File: src/rtl/cache_request_arbiter.sv
// Arbitrates fill, store and round-robin load requesters onto one cache request
// port through a single registered output stage with valid/ready handshakes.
package cache_request_arbiter_pkg;

    localparam int unsigned REQ_W = 104;

    localparam logic [31:0] REQ_TYPE_READ      = 32'd0;
    localparam logic [31:0] REQ_TYPE_WRITE     = 32'd1;
    localparam logic [31:0] REQ_TYPE_DRAM_FILL = 32'd2;

    typedef struct packed {
        logic [5:0]  index;
        logic [3:0]  block_offset;
        logic [21:0] tag;
        logic [31:0] write_data;
        logic [31:0] request_type;
        logic        is_valid;
        logic [3:0]  write_enable;
        logic [2:0]  write_set;
    } cache_req_t;

endpackage

module cache_request_arbiter
    import cache_request_arbiter_pkg::*;
#(
    parameter int unsigned NUM_READ_PORTS   = 2,
    parameter int unsigned WRITE_STREAK_MAX = 4
) (
    input  logic                              clk,
    input  logic                              rst_n,
    input  logic                              fill_valid,
    input  logic [REQ_W-1:0]                  fill_request,
    output logic                              fill_ready,
    input  logic                              write_valid,
    input  logic [REQ_W-1:0]                  write_request,
    output logic                              write_ready,
    input  logic [NUM_READ_PORTS-1:0]         read_valid,
    input  logic [NUM_READ_PORTS*REQ_W-1:0]   read_request,
    output logic [NUM_READ_PORTS-1:0]         read_ready,
    output logic                              out_valid,
    output logic [REQ_W-1:0]                  out_request,
    input  logic                              out_ready
);

    localparam int unsigned PTR_W    = 2;
    localparam int unsigned STREAK_W = 4;

    logic [PTR_W-1:0]          rr_ptr_q, rr_ptr_d;
    logic [STREAK_W-1:0]       write_streak_q, write_streak_d;
    logic                      out_valid_q, out_valid_d;
    cache_req_t                out_request_q, out_request_d;

    logic                      can_load;
    logic                      any_read;
    logic                      streak_full;
    logic                      grant_fill, grant_write, grant_read, grant_any;
    logic                      load_en;
    logic                      rr_found;
    logic [PTR_W:0]            rr_sum;
    logic [PTR_W:0]            rr_next;
    logic [PTR_W-1:0]          read_idx;
    logic [NUM_READ_PORTS-1:0] read_sel;
    cache_req_t                read_req_sel;
    cache_req_t                load_req;

    assign can_load    = !out_valid_q || out_ready;
    assign any_read    = |read_valid;
    assign streak_full = (write_streak_q == STREAK_W'(WRITE_STREAK_MAX));

    // Fixed priority on top, streak limit lets a waiting load past the store port.
    assign grant_fill  = fill_valid;
    assign grant_write = !fill_valid && write_valid && !(streak_full && any_read);
    assign grant_read  = !fill_valid && !grant_write && any_read;
    assign grant_any   = grant_fill || grant_write || grant_read;
    assign load_en     = grant_any && can_load;

    // Round-robin search from rr_ptr, ascending with wrap.
    always_comb begin
        rr_found     = 1'b0;
        rr_sum       = '0;
        read_idx     = '0;
        read_sel     = '0;
        read_req_sel = '0;
        for (int unsigned k = 0; k < NUM_READ_PORTS; k++) begin
            rr_sum = {1'b0, rr_ptr_q} + (PTR_W+1)'(k);
            if (rr_sum >= (PTR_W+1)'(NUM_READ_PORTS)) begin
                rr_sum = rr_sum - (PTR_W+1)'(NUM_READ_PORTS);
            end
            for (int unsigned p = 0; p < NUM_READ_PORTS; p++) begin
                if (!rr_found && (rr_sum == (PTR_W+1)'(p)) && read_valid[p]) begin
                    rr_found    = 1'b1;
                    read_sel[p] = 1'b1;
                    read_idx    = PTR_W'(p);
                end
            end
        end
        for (int unsigned p = 0; p < NUM_READ_PORTS; p++) begin
            if (read_sel[p]) begin
                read_req_sel = cache_req_t'(read_request[p*REQ_W +: REQ_W]);
            end
        end
    end

    assign rr_next = {1'b0, read_idx} + (PTR_W+1)'(1);

    // Field rewrite of the granted request.
    always_comb begin
        load_req = '0;
        if (grant_fill) begin
            load_req              = cache_req_t'(fill_request);
            load_req.request_type = REQ_TYPE_DRAM_FILL;
        end else if (grant_write) begin
            load_req              = cache_req_t'(write_request);
            load_req.request_type = REQ_TYPE_WRITE;
        end else begin
            load_req              = read_req_sel;
            load_req.request_type = REQ_TYPE_READ;
            load_req.write_enable = 4'h0;
        end
        load_req.is_valid = 1'b1;
    end

    // Next-state for output stage, round-robin pointer and write streak.
    always_comb begin
        out_valid_d    = out_valid_q;
        out_request_d  = out_request_q;
        rr_ptr_d       = rr_ptr_q;
        write_streak_d = write_streak_q;

        if (load_en) begin
            out_valid_d   = 1'b1;
            out_request_d = load_req;
        end else if (out_ready) begin
            out_valid_d   = 1'b0;
        end

        if (can_load) begin
            if (grant_read) begin
                rr_ptr_d = (rr_next == (PTR_W+1)'(NUM_READ_PORTS)) ? '0 : PTR_W'(rr_next);
            end
            if (!any_read || grant_read) begin
                write_streak_d = '0;
            end else if (grant_write && !streak_full) begin
                write_streak_d = write_streak_q + STREAK_W'(1);
            end
        end
    end

    always_ff @(posedge clk or negedge rst_n) begin
        if (!rst_n) begin
            out_valid_q    <= 1'b0;
            out_request_q  <= '0;
            rr_ptr_q       <= '0;
            write_streak_q <= '0;
        end else begin
            out_valid_q    <= out_valid_d;
            out_request_q  <= out_request_d;
            rr_ptr_q       <= rr_ptr_d;
            write_streak_q <= write_streak_d;
        end
    end

    // Readies are held low while reset is asserted.
    assign fill_ready  = rst_n && grant_fill && can_load;
    assign write_ready = rst_n && grant_write && can_load;
    assign read_ready  = {NUM_READ_PORTS{rst_n && grant_read && can_load}} & read_sel;

    assign out_valid   = out_valid_q;
    assign out_request = out_request_q;

endmodule

File: config.mk
export PLATFORM = sky130hd
export DESIGN_NAME = cache_request_arbiter
export DESIGN_NICKNAME = d
export VERILOG_FILES = /design/src/rtl/cache_request_arbiter.sv
export SDC_FILE = /design/constraint.sdc
export NUM_CORES = 1
export LEC_CHECK = 0
export CORE_AREA = 2 2 204 206
export CTS_BUF_LIST = sky130_fd_sc_hd__clkbuf_4
export CTS_CLUSTER_DIAMETER = 100
export DETAILED_ROUTE_END_ITERATION = 6
export DIE_AREA = 0 0 206 208
export HOLD_SLACK_MARGIN = 0.02
export SLEW_MARGIN = 0
export SYNTH_ARGS = -nofsm -noshare
export SYNTH_HDL_FRONTEND = slang
export SYNTH_SLANG_ARGS = --single-unit
File: constraint.sdc
create_clock -name clk -period 2.2 [get_ports clk]
set_input_delay 0.33 -clock clk [delete_from_list [all_inputs] [get_ports clk]]
set_output_delay 0.33 -clock clk [all_outputs]
set_load 0.02 [all_outputs]
==> reports/results.txt <==
R2R depth: 9
max_cap viols: 0
CP most frequent cell: buf_4
WP data required: 1870 ps
Routed WL per cell: 17.6 um
Worst EP arrival: 2090 ps
actual slew at the worst max-slew pin: 545 ps
max incr delay on CP: 410 ps
Flop pwr share: 0.345
number of synthesized flops with an enable pin: 0
GRT Util Overall: 0.112
IO Port Bufs: 361
initial DRC count: 445
clock skew: 20.1 ps
Crit path depth: 7
initial antenna violation count: 10
H-Tree Depth: 3
drt first pass iters: 7
Avg Cell Area, Syn: 9.43 um^2
setup ws final: -220 ps
Synth Flop Type: dfrtp_1
Seq cells post-synth: 80
CP top delay family: flip-flops
CTS max path bufs: 2
FFs w/ async S/R, synth: 1.00
Psw: 1.89 mW
final wirelength: 24.9 mm
failing checks: DRC, setup timing
Min-Delay Path Class: in2async
Clock Power Share: 0.203
switch share: 0.355
Root Buffer: clkbuf_4
Hold Worst Slack: 189 ps
Util after Layout: 0.230
Max VDD drop: 0.187 mV
P_leak: 3.47 nW
final period demand of the worst path: 2420 ps
die width: 206 um
CP max FO: 4
die area: 42800 um^2
largest net degree at the start of global routing: 49
worst-path cell chain: inv_1 > ha_1 > nand3b_1 > buf_4 > o211a_4 > and3_1 > buf_4
internal power: 3.44 mW
share of cells above drive strength 1: 0.0998
core footprint: 40600 um^2
Routability Congestion: 0.808
Syn Inst Count: 494
Final HPWL DP: 19.6 mm
chip height: 208 um
critical path class: reg2out
CP max-delay cell: dfrtp_1
sequential cell area fraction in the yosys report: 0.430
CP Launch Type: flop
layout overhead on the synthesized area: 101%
drt via density: 4.09
DR vias: 5764
Tcrit/Tclk final: 1.10
Slew Viols, Final: 0
Rel. slew slack: 0.637
Skew-Pair Late Insertion Delay: 520 ps
cell row count: 74
Net count, final: 1292
RSZ-0062 raised after global routing: yes
Synth cell types: 39
Clk pin slew, worst setup/hold paths: 150 ps
Placement Setup Slack: -560 ps
antenna-violating nets left: 0
total chip power: 5.34 mW
total CTS buffers: 9
Initial Util: 0.115
crit end category: primary output
buffer and inverter count on the worst path: 3
CTS tree: done
gr ovfl total: 0
mapped cell area: 4660 um^2
final hold viol count: 0
TritonCTS Sinks: 80
YS warnings: 0
# DRC: 17
pwr/cell area: 571 nW/um^2
global-route wire length before repair: 35.5 mm
fmax: 413 MHz
Ports: 532
combinational power share: 0.452
vias in the first global route: 6039
status: complete, but fails checks
setup violators final: 3
[area by class of cell]
cell class	count	area [um^2]
Tap cell	532	666
Inverter	4	15.0
Fill cell	4426	31200
Clock inverter	6	83.8
Antenna cell	6	15.0
Timing Repair Buffer	417	4210
Multi-Input combinational cell	355	2280
Sequential cell	80	2000
Clock buffer	10	75.1
[cell usage in the layout (no fill, tap or decap), types with 2 or more instances in the layout]
cell type        count
conb_1              30
buf_12              14
diode_2              6
nand3_1             68
a22o_1               3
and4_1               2
clkbuf_4            10
ha_1                 2
a222oi_1            67
clkinvlp_4           2
nand2_1             71
a221oi_1             4
o211ai_1            68
buf_4               44
nand2b_1             3
inv_1                3
a31oi_1              2
bufinv_16            2
clkdlybuf4s50_1    355
o21ai_0              3
a21oi_1              2
nor2_1              11
and3_1               2
dfrtp_1             80
buf_6                2
[per-layer routing]
metal  part of all wire  vias to the layer above  routed length [um]  track usage
met5             0.0021                        -                  51            0
met1               0.36                     2729                9030        0.114
met2               0.50                      333               12400        0.199
met4              0.031                        8                 760       0.0443
met3               0.11                       44                2650       0.0484
li1                   -                     2650                   -            -
[cells in the mapped netlist, drive strengths merged, types with 3 or more instances]
master	n	share of area
o211ai	68	0.11
a22o	3	0.0056
a222oi	67	0.14
nor2	12	0.010
nand2b	4	0.0070
clkbuf	32	0.026
a221oi	4	0.0075
inv	4	0.0032
buf	52	0.081
a21oi	3	0.0040
and3	4	0.0054
nand2	71	0.057
dfrtp	80	0.43
o21ai	3	0.0032
nand3	68	0.073
[path summary, 6_finish.rpt]
path                                                from                          end  slack (ps)
max                        write_streak_q[0]$_DFFE_PN0P_                  write_ready        -220
min                                                rst_n        out_valid$_DFFE_PN0P_         190
max reg2reg                write_streak_q[0]$_DFFE_PN0P_  out_request[87]$_DFFE_PN0P_         130
min reg2reg                   out_request[7]$_DFFE_PN0P_   out_request[7]$_DFFE_PN0P_         490
max in group asynchronous                          rst_n  out_request[49]$_DFFE_PN0P_        1220
min in group clk                              fill_valid   out_request[9]$_DFFE_PN0P_         190
[repair_timing]
| action | CTS | global route |
|---|---|---|
| cloned | 0 | 0 |
| setup buffers | 1 | 3 |
| hold buffers | 1 | 0 |
| pin swaps | 3 | 0 |
| setup endpoints to repair | 4 | 3 |
| resized for setup | 13 | 1 |
| endpoints found under the hold margin | 80 | 0 |
[worst register-to-register path: cells and delay by family, from the launching register on]
kind                     cells  cell delay (ps)
adder cells (fa/ha/maj)      1              150
AO/OA/AOI/OAI                2              530
AND/OR/NAND/NOR              2              320
flip-flops                   1              410
buffers and inverters        4              580
[sequential cells by signal, summed over array words and instances, names as in the netlist]
name	cells
out_request	74
rr_ptr_q	1
out_valid	1
write_streak_q	4
[power groups by stage]
stage	Clock (mW)	Combinational, mW	Sequential, mW
floorplan	0	0.742	2.13
global placement	0	2.41	1.86
detailed placement	0	2.43	1.87
CTS	1.16	2.44	1.84
global route	1.22	2.58	1.87
finish	1.08	2.42	1.84
[stage by stage]
stage / TNS (ps) / area, um^2 / cells
5_1_grt: -1130 / 9340 / 1407
3_3_place_gp: -4910 / 9120 / 1383
6_report: -602 / 9340 / 1410
4_1_cts: -946 / 9300 / 1401
2_1_floorplan: 0 / 4770 / 523
3_5_place_dp: -4580 / 9120 / 1383
[logic make-up after synthesis]
logic type	after synthesis	share of synthesized area
simple gates	168	0.166
compound gates	154	0.285
buf+inv	88	0.110
flops	80	0.430
fa+ha+maj	2	0.00537
mux	1	0.00242
other cells	1	0.000805
Power figures use the tool's default switching activity.
